**config.mk**
```make
export PLATFORM = sky130hd
export DESIGN_NAME = cla32_result_buffer
export DESIGN_NICKNAME = d
export VERILOG_FILES = /design/src/rtl/cla32_pkg.sv /design/src/rtl/cla32_valid_pipe.sv /design/src/rtl/cla32_result_buffer.sv
export SDC_FILE = /design/constraint.sdc
export NUM_CORES = 1
export LEC_CHECK = 0
export ABC_AREA = 1
export CORE_AREA = 3 3 104 106
export CTS_CLUSTER_DIAMETER = 30
export DETAILED_ROUTE_END_ITERATION = 10
export DIE_AREA = 0 0 107 109
export DONT_BUFFER_PORTS = 1
export MAX_ROUTING_LAYER = met4
export PLACE_DENSITY = 0.75
export RECOVER_POWER = 50
export SYNTH_ARGS = -nofsm -noshare
export SYNTH_HDL_FRONTEND = slang
export SYNTH_SLANG_ARGS = --single-unit
```
**constraint.sdc**
```tcl
create_clock -name clk -period 3.2 [get_ports clk]
set_clock_uncertainty 0.15 [all_clocks]
set_input_delay 0.64 -clock clk [delete_from_list [all_inputs] [get_ports clk]]
set_output_delay 0.64 -clock clk [all_outputs]
set_load 0.03 [all_outputs]
```
**src/rtl/cla32_pkg.sv**
```systemverilog
// Shared types for the cla32 adder result path.
package cla32_pkg;

  localparam int CLA_WIDTH = 32;

  typedef struct packed {
    logic                 cout;
    logic [CLA_WIDTH-1:0] sum;
  } cla_result_t;

  typedef struct packed {
    logic v;
    logic z;
  } cla_flags_t;

endpackage

```
**src/rtl/cla32_valid_pipe.sv**
```systemverilog
// Tracks which adder cycles carry accepted operands, LAT stages deep.
// Operand sign bits ride along when CLA32_RESULT_FLAGS_EN is defined.
module cla32_valid_pipe
  import cla32_pkg::*;
#(
  parameter int LAT = 3
) (
  input  logic clk,
  input  logic rst_n,
  input  logic flush,
  input  logic in_valid,
`ifdef CLA32_RESULT_FLAGS_EN
  input  logic a_msb,
  input  logic b_msb,
  output logic out_a_msb,
  output logic out_b_msb,
`endif
  output logic out_valid
);

  logic [LAT-1:0] v;

  always_ff @(posedge clk or negedge rst_n) begin
    if (!rst_n) begin
      v <= '0;
    end else if (flush) begin
      v <= '0;
    end else begin
      v[0] <= in_valid;
      for (int i = 1; i < LAT; i++) begin
        v[i] <= v[i-1];
      end
    end
  end

  assign out_valid = v[LAT-1];

`ifdef CLA32_RESULT_FLAGS_EN
  logic [LAT-1:0] am;
  logic [LAT-1:0] bm;

  always_ff @(posedge clk or negedge rst_n) begin
    if (!rst_n) begin
      am <= '0;
      bm <= '0;
    end else if (flush) begin
      am <= '0;
      bm <= '0;
    end else begin
      am[0] <= a_msb;
      bm[0] <= b_msb;
      for (int i = 1; i < LAT; i++) begin
        am[i] <= am[i-1];
        bm[i] <= bm[i-1];
      end
    end
  end

  assign out_a_msb = am[LAT-1];
  assign out_b_msb = bm[LAT-1];
`endif

endmodule

```
**src/rtl/cla32_result_buffer.sv**
```systemverilog
// Credit-based result FIFO behind the pipelined CLA adder.
// Define CLA32_RESULT_FLAGS_EN to store and present {V, Z} per result.
module cla32_result_buffer
  import cla32_pkg::*;
#(
  parameter int WIDTH = CLA_WIDTH,
  parameter int LAT   = 3,
  parameter int DEPTH = 4
) (
  input  logic                     clk,
  input  logic                     rst_n,
  input  logic                     in_valid,
  output logic                     in_ready,
  input  logic [WIDTH-1:0]         sum_in,
  input  logic                     cout_in,
  input  logic                     flush,
  output logic                     out_valid,
  input  logic                     out_ready,
  output logic [WIDTH-1:0]         out_sum,
  output logic                     out_cout,
`ifdef CLA32_RESULT_FLAGS_EN
  input  logic                     a_msb,
  input  logic                     b_msb,
  output logic [1:0]               out_flags,
`endif
  output logic [$clog2(DEPTH):0]   count
);

  localparam int CW = $clog2(DEPTH) + 1;
  localparam int PW = (DEPTH > 1) ? $clog2(DEPTH) : 1;

  logic          acc;
  logic          pop;
  logic          wr;
  logic          push;
  logic [CW-1:0] used;
  logic [PW-1:0] wr_ptr;
  logic [PW-1:0] rd_ptr;

  logic [WIDTH-1:0] sum_mem  [DEPTH];
  logic             cout_mem [DEPTH];

  function automatic logic [PW-1:0] nxt(input logic [PW-1:0] p);
    return (p == PW'(DEPTH - 1)) ? '0 : p + 1'b1;
  endfunction

  // A slot is reserved at accept time, so a write can never find the FIFO full
  assign in_ready  = (used < CW'(DEPTH)) & ~flush;
  assign acc       = in_valid & in_ready;
  assign out_valid = (count != '0);
  assign pop       = out_valid & out_ready & ~flush;
  assign push      = wr & ~flush;

`ifdef CLA32_RESULT_FLAGS_EN
  logic       wr_a_msb;
  logic       wr_b_msb;
  cla_flags_t flags_mem [DEPTH];
  cla_flags_t wr_flags;

  cla32_valid_pipe #(
    .LAT       (LAT)
  ) u_pipe (
    .clk       (clk),
    .rst_n     (rst_n),
    .flush     (flush),
    .in_valid  (acc),
    .a_msb     (a_msb),
    .b_msb     (b_msb),
    .out_a_msb (wr_a_msb),
    .out_b_msb (wr_b_msb),
    .out_valid (wr)
  );

  always_comb begin
    wr_flags   = '0;
    wr_flags.v = (wr_a_msb == wr_b_msb) &
                 (sum_in[WIDTH-1] != wr_a_msb);
    wr_flags.z = (sum_in == '0);
  end

  always_ff @(posedge clk) begin
    if (push) begin
      flags_mem[wr_ptr] <= wr_flags;
    end
  end

  assign out_flags = out_valid ? flags_mem[rd_ptr] : 2'b00;
`else
  cla32_valid_pipe #(
    .LAT       (LAT)
  ) u_pipe (
    .clk       (clk),
    .rst_n     (rst_n),
    .flush     (flush),
    .in_valid  (acc),
    .out_valid (wr)
  );
`endif

  always_ff @(posedge clk or negedge rst_n) begin
    if (!rst_n) begin
      used <= '0;
    end else if (flush) begin
      used <= '0;
    end else if (acc & ~pop) begin
      used <= used + 1'b1;
    end else if (pop & ~acc) begin
      used <= used - 1'b1;
    end
  end

  always_ff @(posedge clk or negedge rst_n) begin
    if (!rst_n) begin
      wr_ptr <= '0;
      rd_ptr <= '0;
      count  <= '0;
    end else if (flush) begin
      wr_ptr <= '0;
      rd_ptr <= '0;
      count  <= '0;
    end else begin
      if (push) begin
        wr_ptr <= nxt(wr_ptr);
      end
      if (pop) begin
        rd_ptr <= nxt(rd_ptr);
      end
      if (push & ~pop) begin
        count <= count + 1'b1;
      end else if (pop & ~push) begin
        count <= count - 1'b1;
      end
    end
  end

  always_ff @(posedge clk) begin
    if (push) begin
      sum_mem[wr_ptr]  <= sum_in;
      cout_mem[wr_ptr] <= cout_in;
    end
  end

  // Gated so an empty or just-reset FIFO presents zeros, not stale storage
  assign out_sum  = out_valid ? sum_mem[rd_ptr] : '0;
  assign out_cout = out_valid & cout_mem[rd_ptr];

  a_no_overflow: assert property (
    @(posedge clk) disable iff (!rst_n)
    !(push && count == CW'(DEPTH))
  );

endmodule

```
### After elaboration in Yosys (flattened, before gate mapping)

Memory sizes are Yosys's and may differ from the RTL's.
Index checks and enable logic that the tools add are counted.
Widths: inputs -> output; s select.

| cells by class | value |
|---|---|
| $lt $le $gt $ge | 1 |
| reductions and logical operators | 5 |
| equal/unequal tests | 2 |
| bitwise operators | 14 |
| muxes and demuxes | 16 |
| $add $sub $neg | 6 |

Operators by type and width:

| kind | number |
|---|---|
| $mux 32 | 1 |
| $mux 3 | 7 |
| $mux 2 | 6 |
| $and 1x1->1 | 10 |
| $reduce_bool 3->1 | 3 |
| $add 3x1->3 const B | 2 |
| $sub 3x1->3 const B | 2 |
| $add 2x1->2 const B | 2 |
| $eq 2x2->1 const B | 2 |
| $not 1->1 | 4 |
| $reduce_bool 2->1 | 2 |
| $lt 3x3->1 const B | 1 |
| $mux 1 | 2 |

| storage, ports and cells | value |
|---|---|
| output and inout bits | 38 |
| memories kept | 2 |
| logic and storage cells | 51 |
| memory bits (writable) | 132 |
| flip-flop bits (word level) | 13 |
| input port bits | 38 |

Memory list:

| memory | depth | bits a word | read ports | clocked after Yosys merged registers in | wr ports | line | text |
|---|---|---|---|---|---|---|---|
| sum_mem | 4 | 32 | 1 | 0 | 1 | cla32_result_buffer.sv:40 | `logic [WIDTH-1:0] sum_mem [DEPTH];` |
| cout_mem | 4 | 1 | 1 | 0 | 1 | cla32_result_buffer.sv:41 | `logic cout_mem [DEPTH];` |

### Depth between registers and ports, before layout

Gate-level depths: netlist of run 1.

| depth | value |
|---|---|
| depth in word-level cells | 8 |
| gate-level depth with buffers | 10 |
| gate-level depth less buffers | 10 |

### Hierarchy

A second synthesis of run 1 with hierarchy kept.

| second synthesis, totals | value |
|---|---|
| cell total of the unflattened synthesis | 486 |
| area total of the unflattened synthesis | 5,923.2 um^2 |

Modules (own cells, without submodules):

| module | cells each | area each (um^2) | instances |
|---|---|---|---|
| cla32_result_buffer | 477 | 5,825.6 | 1 |
| cla32_valid_pipe | 9 | 97.6 | 1 |

### Worst setup path after synthesis of run 1

OpenSTA, ideal clock, no wires.

| path | value |
|---|---|
| path type | input -> register |
| from | in flush |
| to | mem cout_mem[3] (enable) |
| data required time | 2.627 ns |
| library setup time | 0.423 ns |
| arrival | 2.429 ns |
| path buffers | 1 |
| cell stages on the path | 4 |
| slack | 0.198 ns |
| cell sequence | buf_6 > nor2_2 > inv_1 > nor2_1 |

| on the way | value |
|---|---|
| longest elaborated chain between the ends | 4 |

RTL lines:

| item | line | text |
|---|---|---|
| from (decl) | cla32_result_buffer.sv:16 | `input logic flush,` |
| $not 1->1 | cla32_result_buffer.sv:52 | `assign push = wr & ~flush;` |
| $and 1x1->1 | cla32_result_buffer.sv:52 |  |
| $mux 1 | cla32_result_buffer.sv:137 | `if (push) begin` |
| $mux 1 (not written as such) | cla32_result_buffer.sv:139 | `cout_mem[wr_ptr] <= cout_in;` |
| to (decl) | cla32_result_buffer.sv:41 |  |

No other way between the ends.

### Worst setup path after layout of run 1

| path | value |
|---|---|
| from | reg rd_ptr[0] |
| to | out out_sum[22] |

| on the way | value |
|---|---|
| longest elaborated chain between the ends | 2 |

RTL lines:

| item | line | text |
|---|---|---|
| from (decl) | cla32_result_buffer.sv:38 | `logic [PW-1:0] rd_ptr;` |
| from (signal assigned) | cla32_result_buffer.sv:126 | `rd_ptr <= nxt(rd_ptr);` |
| $mem_v2 4x32 | -- |  |
| $mux 32 | cla32_result_buffer.sv:144 | `assign out_sum = out_valid ? sum_mem[rd_ptr] : '0;` |
| to (decl) | cla32_result_buffer.sv:19 | `output logic [WIDTH-1:0] out_sum,` |

No other way between the ends.

==> implementation parameters, run 1 <==
Parameter                              Value

Yosys
  Post-synth cell types    31
  Top_reg_cell synth    sky130_fd_sc_hd__edfxtp_1
  Net Count, Synth    528
  Number of flops mapped to enable cells by yosys    132
  Ys async rst share    0.0897
  Cells after Synth    484
  Number of synthesized register bits    145
  Cell type with the highest aggregate area in the netlist    sky130_fd_sc_hd__edfxtp_1
  Synthesized area    5960 µm²
  Average cell area after synthesis    12.3 µm²
  Yosys synthesis warning count    0
  Portion of the post-synthesis area used by sequential elements    0.720
  Ranking of synthesized cells by area    sky130_fd_sc_hd__edfxtp_1 67%, sky130_fd_sc_hd__nor2_1 8.8%, sky130_fd_sc_hd__dfrtp_1 5.5%
  Synth top area share    0.665

Drt
  Initial DRC Count    326
  Detail-routed via count per cell    5.61
  Pre-Repair DR Iteration Count    5
  Number of remaining DRC errors    0
  Per-cell routed wire length    18.2 µm
  Antenna-violating nets left    0
  Detailed-route wire length    12.2 mm
  Via Count    3769

Timing
  Final-layout setup total negative slack    0 ps
  Setup repair after global routing missed its margin    no
  Final cycle utilization of the critical path    0.935
  Timing-limited maximum frequency    0.334 GHz
  Actual transition at the worst max-transition pin    1240 ps
  Pins over their slew limit    0
  Final count of hold timing violations    0
  Relative max-transition margin    0.168
  Final Critical Period    2990 ps
  Final setup violation count    0

Setup path
  Endpoint arrival time on the critical path    2200 ps
  Crit-path max cell delay    640 ps
  Crit path buffers/inverters    3
  Cell with the most instances on the worst path    sky130_fd_sc_hd__buf_4
  Type of element launching the critical path    flip-flop
  Critical path, cell by cell    inv_2, buf_4, o21ai_0, a21oi_1, buf_4
  Family with the most delay on the worst path    flip-flops
  Crit. End Element    output port
  Worst Path Required    2410 ps
  Critical path class    flip-flop to output port
  Slowest cell on crit path    sky130_fd_sc_hd__dfrtp_4
  Worst Path Max Fanout    36

Finish
  Area growth from synthesis to layout    16.0%
  Commonest cells after routing, fill and taps aside    138 x sky130_fd_sc_hd__nor2_1, 132 x sky130_fd_sc_hd__edfxtp_1, 51 x sky130_fd_sc_hd__o21ai_0
  Number of nets in the final layout    570
  Fraction of layout cells with a size suffix above 1    0.182
  Fin area    6920 µm²
  Commonest non-fill, non-tap cell in the layout    sky130_fd_sc_hd__nor2_1
  N_diodes    0
  Final non-filler cell total    672
  Number of fill cells in the layout    640

Placement
  Instance area after placement    6300 µm²
  Global placement routability congestion    0.840
  Final HPWL DP    6.93 mm
  PortBufs    0
  Number of cells after detailed placement    636

Clock network
  Latest clock arrival within the worst-skew pair    510 ps
  Clock edge transition at the registers on the reported setup and hold paths    60 ps
  Clk root buf    sky130_fd_sc_hd__clkbuf_8
  Number of clock sinks    145
  TritonCTS Buffers    17
  H-tree level count    4
  Number of buffers between clock root and the deepest sink    2
  CTS tree    done

Floorplan
  Row count    36
  Placeable core area    9860 µm²
  Floorplan die width    107 µm
  Number of top-level pins    76
  Die footprint    11700 µm²
  Floorplan die height    109 µm
  Initial core utilization    0.604

Pwr
  Power spent charging and discharging nets    1890 µW
  Internal Dissipation    3810 µW
  Share of total power in combinational logic    0.271
  Standby leakage power    0.00252 µW
  Power density cells    824 nW/µm²
  Register share of total power    0.384
  Clock network fraction of design power    0.344
  Switching fraction of total power    0.332
  Maximum vdd drop    0.494 mV

GRT
  Overall track demand over capacity in global routing    0.228
  Residual overflow from global routing    0
  Pin count of the biggest net entering global routing    37
  Number of antenna violations at the first check in global routing    0
  Wire length of the first global-routing pass    19.1 mm
  Via count of the first global-routing pass    3810

Run
  Total of max-cap violations    0

Worst hold path
  Class of the tightest hold or removal check    input port to flip-flop

Outcome
  Status    finished clean
-- power by group through the flow --
stage	clock, µW	sequential [µW]	combinational, µW
3_5_place_dp	0	2230	1490
2_1_floorplan	0	2200	1100
4_1_cts	1990	2190	1560
5_1_grt	2060	2200	1650
6_report	1960	2190	1550
3_3_place_gp	0	2230	1440
-- path summary, 6_finish.rpt --
path / slack (ps) / start / cells past startpoint / endpoint
min reg2reg: 310 / u_pipe.v[1]$_DFF_PN0_ / 2 / u_pipe.v[2]$_DFF_PN0_
max: 210 / rd_ptr[0]$_DFFE_PN0P_ / 5 / out_sum[22]
min: 40 / flush / 1 / u_pipe.v[2]$_DFF_PN0_
max reg2reg: 440 / u_pipe.v[2]$_DFF_PN0_ / 5 / sum_mem[1][5]$_DFFE_PP_
min in group asynchronous: 440 / rst_n / 1 / count[1]$_DFFE_PN0P_
max in group asynchronous: 1980 / rst_n / 1 / rd_ptr[0]$_DFFE_PN0P_
-- layer usage --
| layer | routed length (µm) | track usage | vias to the layer above |
|---|---|---|---|
| li1 | - | - | 1767 |
| met1 | 4810 | 0.257 | 1814 |
| met2 | 6150 | 0.382 | 169 |
| met3 | 1070 | 0.0681 | 19 |
| met4 | 202 | 0.100 | 0 |
| met5 | 0 | - | - |
-- per-stage QoR --
stage | setup slack, ps | utilization | hold slack, ps | power (µW)
5_1_grt | 32.4 | 0.701 | 19.4 | 5910
6_report | 208 | 0.701 | 40.0 | 5700
2_1_floorplan | 198 | - | 194 | 3290
3_5_place_dp | 282 | 0.639 | 195 | 3720
4_1_cts | 36.3 | 0.703 | 19.3 | 5740
3_3_place_gp | 358 | 0.639 | 195 | 3670
-- synthesized netlist by cell type, types with 3 or more instances --
cell type / count
sky130_fd_sc_hd__nand3_1: 5
sky130_fd_sc_hd__nand2_4: 4
sky130_fd_sc_hd__buf_2: 10
sky130_fd_sc_hd__nand2_1: 16
sky130_fd_sc_hd__nor2_2: 3
sky130_fd_sc_hd__nor2_1: 139
sky130_fd_sc_hd__a21oi_1: 36
sky130_fd_sc_hd__buf_4: 5
sky130_fd_sc_hd__edfxtp_1: 132
sky130_fd_sc_hd__buf_6: 7
sky130_fd_sc_hd__o21ai_0: 51
sky130_fd_sc_hd__inv_1: 19
sky130_fd_sc_hd__ha_1: 4
sky130_fd_sc_hd__dfrtp_1: 13
sky130_fd_sc_hd__o21ai_1: 19
-- logic make-up (layout without fill, tap and decap cells) --
| family | after synthesis | after routing | share of synthesized area |
|---|---|---|---|
| xor+xnor | 2 | 2 | 0.00294 |
| flops | 145 | 145 | 0.720 |
| simple gates | 173 | 173 | 0.121 |
| buf+inv | 48 | 103 | 0.0472 |
| fa+ha+maj | 6 | 6 | 0.0151 |
| compound gates | 110 | 110 | 0.0945 |
-- timing repair --
item	4_1_cts	5_1_grt
gates resized for setup	2	2
hold buffers	1	0
gates cloned	1	0
setup endpoints to repair	27	14
hold endpoints to repair	13	0
setup buffers	2	0
-- sequential cells by signal (all words and copies together) (netlist names) --
signal,count
sum_mem,128
cout_mem,4
count,3
u_pipe.v,3
used,3
rd_ptr,2
wr_ptr,2
-- cell type report --
| class | instances | area, µm² | share of cell area |
|---|---|---|---|
| clock buffers | 18 | 418 | 0.0604 |
| clock inverters | 14 | 179 | 0.0259 |
| inverters | 22 | 91.3 | 0.0132 |
| multi-input cells | 291 | 1400 | 0.202 |
| flip-flops and latches | 145 | 4290 | 0.621 |
| well taps | 133 | 166 | 0.0241 |
| repair buffers | 48 | 363 | 0.0525 |
| repair inverters | 1 | 7.51 | 0.00109 |
Note: power is estimated with default switching activity, not from simulation.
==> run 2: changes to the inputs <==
--- a/config.mk
+++ b/config.mk
@@ -6,14 +6,16 @@
 export NUM_CORES = 1
 export LEC_CHECK = 0
 export ABC_AREA = 1
+export CAP_MARGIN = 15
 export CORE_AREA = 3 3 104 106
 export CTS_CLUSTER_DIAMETER = 30
 export DETAILED_ROUTE_END_ITERATION = 10
 export DIE_AREA = 0 0 107 109
 export DONT_BUFFER_PORTS = 1
 export MAX_ROUTING_LAYER = met4
-export PLACE_DENSITY = 0.75
+export PLACE_DENSITY = 0.74
 export RECOVER_POWER = 50
 export SYNTH_ARGS = -nofsm -noshare
 export SYNTH_HDL_FRONTEND = slang
+export SYNTH_HIERARCHICAL = 1
 export SYNTH_SLANG_ARGS = --single-unit
==> implementation parameters, run 2 <==
Parameter                              Value

Clock network
  Buffers inserted during post-CTS setup optimization    0 (-2)
  Number of buffers between clock root and the deepest sink    2 (unchanged)
  CTS tree    done
  Clock edge transition at the registers on the reported setup and hold paths    60 ps (about the same)
  Number of resized instances in the post-cts repair step    0 (-2)
  H-tree level count    4 (unchanged)
  Hold-fix buffer count after cts    1 (unchanged)
  Number of clock sinks    145 (unchanged)
  TritonCTS Buffers    17 (unchanged)
  Latest clock arrival within the worst-skew pair    520 ps (about the same)
  Clk root buf    sky130_fd_sc_hd__clkbuf_8

Floorplan
  Row count    36 (unchanged)
  Die footprint    11700 µm² (unchanged)
  Floorplan die height    109 µm (unchanged)
  Initial core utilization    0.600 (-0.00368)
  Number of top-level pins    76 (unchanged)
  Placeable core area    9860 µm² (unchanged)
  Floorplan die width    107 µm (unchanged)

GRT
  Overall track demand over capacity in global routing    0.221 (-0.00735)
  Number of antenna violations at the first check in global routing    0 (unchanged)
  Wire length of the first global-routing pass    18.5 mm (-3.4%)
  Residual overflow from global routing    0 (unchanged)
  Via count of the first global-routing pass    3723 (-2.3%)
  Pin count of the biggest net entering global routing    68 (+84%)

Yosys
  Top_reg_cell synth    sky130_fd_sc_hd__edfxtp_1
  Yosys synthesis warning count    6 (+6)
  Cells after Synth    486 (+0.41%)
  Compound-cell area share of the yosys netlist    0.0938 (-0.000689)
  Cell type with the highest aggregate area in the netlist    sky130_fd_sc_hd__edfxtp_1
  Largest family of logic cells by synthesized area    simple AND/OR/NAND/NOR gates
  Number of synthesized register bits    145 (unchanged)
  Mux contribution to synthesized area    0 (unchanged)
  Most frequent cells after synthesis    140 x sky130_fd_sc_hd__nor2_1, 132 x sky130_fd_sc_hd__edfxtp_1, 44 x sky130_fd_sc_hd__o21ai_0, 36 x sky130_fd_sc_hd__a21oi_1, 28 x sky130_fd_sc_hd__o21ai_1
  Average cell area after synthesis    12.2 µm² (-1.0%)
  Ys async rst share    0.0897 (unchanged)
  Synthesized area    5920 µm² (-0.61%)
  Top-count cell post-synth    sky130_fd_sc_hd__nor2_1
  Adder-cell area share of the yosys netlist    0.0152 (+0.0000926)
  Post-synthesis share of cell area spent on xor and xnor gates    0.00296 (+0.0000180)
  Portion of the post-synthesis area used by sequential elements    0.724 (+0.00441)
  Net Count, Synth    530 (+0.38%)
  Ranking of synthesized cells by area    sky130_fd_sc_hd__edfxtp_1 67%, sky130_fd_sc_hd__nor2_1 8.9%, sky130_fd_sc_hd__dfrtp_1 5.5%
  Post-synth cell types    27 (-13%)
  Synth top area share    0.669 (+0.00407)
  Number of flops mapped to enable cells by yosys    132 (unchanged)
  Simple-Gate Fraction of Synth Area    0.121 (+0.000527)

Setup path
  Worst Path Max Fanout    67 (+86%)
  Endpoint arrival time on the critical path    2210 ps (about the same)
  R2r worst-path depth    10 (+5)
  Worst Path Required    2410 ps (about the same)
  Critical path, cell by cell    buf_4, nor2_1, nor2_1, o21ai_0, a21oi_1, buf_4
  Crit path buffers/inverters    2 (-1)
  Crit-path max cell delay    540 ps (-100 ps)
  Critical path class    flip-flop to output port
  Crit. End Element    output port
  Number of gates on the worst path with buffers counted    6 (+1)
  Slowest cell on crit path    sky130_fd_sc_hd__buf_4
  Family with the most delay on the worst path    buffers and inverters
  Type of element launching the critical path    flip-flop

Pwr
  Standby leakage power    0.00249 µW (-1.1%)
  Power density cells    773 nW/µm² (-6.2%)
  Register share of total power    0.403 (+0.019)
  Power spent charging and discharging nets    1690 µW (-11%)
  Switching fraction of total power    0.318 (-0.0140)
  Clock network fraction of design power    0.347 (+0.003)
  Share of total power in combinational logic    0.250 (-0.021)
  Internal Dissipation    3630 µW (-4.7%)
  Maximum vdd drop    0.629 mV (+27%)
  Power, Total    5320 µW (-6.7%)

Drt
  Detail-routed via count per cell    5.49 (-2.2%)
  Pre-Repair DR Iteration Count    5 (unchanged)
  Number of remaining DRC errors    0 (unchanged)
  Initial DRC Count    256 (-21%)
  Antenna-violating nets left    0 (unchanged)
  Per-cell routed wire length    17.5 µm (-4.0%)
  Detailed-route wire length    11.7 mm (-4.4%)
  Via Count    3670 (-2.6%)

Finish
  Register with the highest flop count    sum_mem
  Fraction of layout cells with a size suffix above 1    0.164 (-0.0176)
  Fin area    6880 µm² (-0.52%)
  Largest registers    sum_mem x128, cout_mem x4
  Commonest cells after routing, fill and taps aside    139 x sky130_fd_sc_hd__nor2_1, 132 x sky130_fd_sc_hd__edfxtp_1, 44 x sky130_fd_sc_hd__o21ai_0
  Number of nets in the final layout    567 (-0.53%)
  Max reg flops    128 (unchanged)
  Commonest non-fill, non-tap cell in the layout    sky130_fd_sc_hd__nor2_1
  Area growth from synthesis to layout    16.1% (about the same)
  Number of fill cells in the layout    659 (+3.0%)
  N_diodes    0 (unchanged)

Outcome
  Status    finished clean

Timing
  Final setup slack of the worst path    201 ps (-6.25 ps)
  Final-layout setup total negative slack    0 ps (unchanged)
  Pins over their slew limit    0 (unchanged)
  Timing-limited maximum frequency    0.333 GHz (-0.21%)
  Setup repair after global routing missed its margin    no
  Final count of hold timing violations    0 (unchanged)
  Final setup violation count    0 (unchanged)
  Actual transition at the worst max-transition pin    979 ps (-263 ps)
  Final Critical Period    3000 ps (+6.25 ps)
  Relative max-transition margin    0.347 (+0.179)
  Final cycle utilization of the critical path    0.937 (+0.00195)

Placement
  PortBufs    0 (unchanged)
  Instance area after placement    6330 µm² (+0.40%)
  Pre-CTS setup slack    731 ps (+450 ps)
  Final HPWL DP    6.82 mm (-1.6%)
  Global placement routability congestion    0.758 (-9.8%)

Worst hold path
  Class of the tightest hold or removal check    input port to flip-flop
  Min-Delay Path Depth    1 (unchanged)

Run
  Total of max-cap violations    0 (unchanged)
[run 2: kinds of logic after synthesis]
logic type	Yosys count
simple gates	174
flops	145
compound gates	110
buf+inv	49
fa+ha+maj	6
xor+xnor	2
[run 2: stage by stage]
step                hold slack [ps]   util  cells
floorplan                       194      -    486
global placement                195  0.641    636
detailed placement              195  0.641    636
CTS                            14.1  0.699    669
global route                   4.88  0.697    669
finish                         26.5  0.697    669
[run 2: path summary, 6_finish.rpt]
kind / slack [ps] / end / start
max: 200 / out_cout / rd_ptr[0]$_DFFE_PN0P_
min: 30 / u_pipe/v[0]$_DFF_PN0_ / flush
max reg2reg: 860 / count[2]$_DFFE_PN0P_ / count[0]$_DFFE_PN0P_
min reg2reg: 320 / u_pipe/v[1]$_DFF_PN0_ / u_pipe/v[0]$_DFF_PN0_
max in group asynchronous: 2040 / rd_ptr[0]$_DFFE_PN0P_ / rst_n
min in group asynchronous: 420 / used[2]$_DFFE_PN0P_ / rst_n
[run 2: metal layers]
layer | GRT usage | vias up | wire length, µm
li1 | - | 1758 | -
met1 | 0.240 | 1780 | 4560
met2 | 0.376 | 116 | 6110
met3 | 0.0841 | 16 | 887
met5 | - | - | 0
met4 | 0.0758 | 0 | 133
[run 2: layout make-up]
cell class / instances / area [µm²] / area share
sequential: 145 / 4290 / 0.624
multi-input combinational: 292 / 1400 / 0.203
clock buffer: 19 / 422 / 0.0613
timing repair buffer: 44 / 379 / 0.0551
tap: 133 / 166 / 0.0242
clock inverter: 13 / 138 / 0.0200
inverter: 23 / 86.3 / 0.0126
[run 2: power groups by stage]
stage	logic, µW	registers (µW)	clock network [µW]
floorplan	949	2180	0
global placement	1300	2190	0
detailed placement	1340	2190	0
CTS	1340	2150	1860
global route	1450	2150	1950
finish	1330	2150	1840
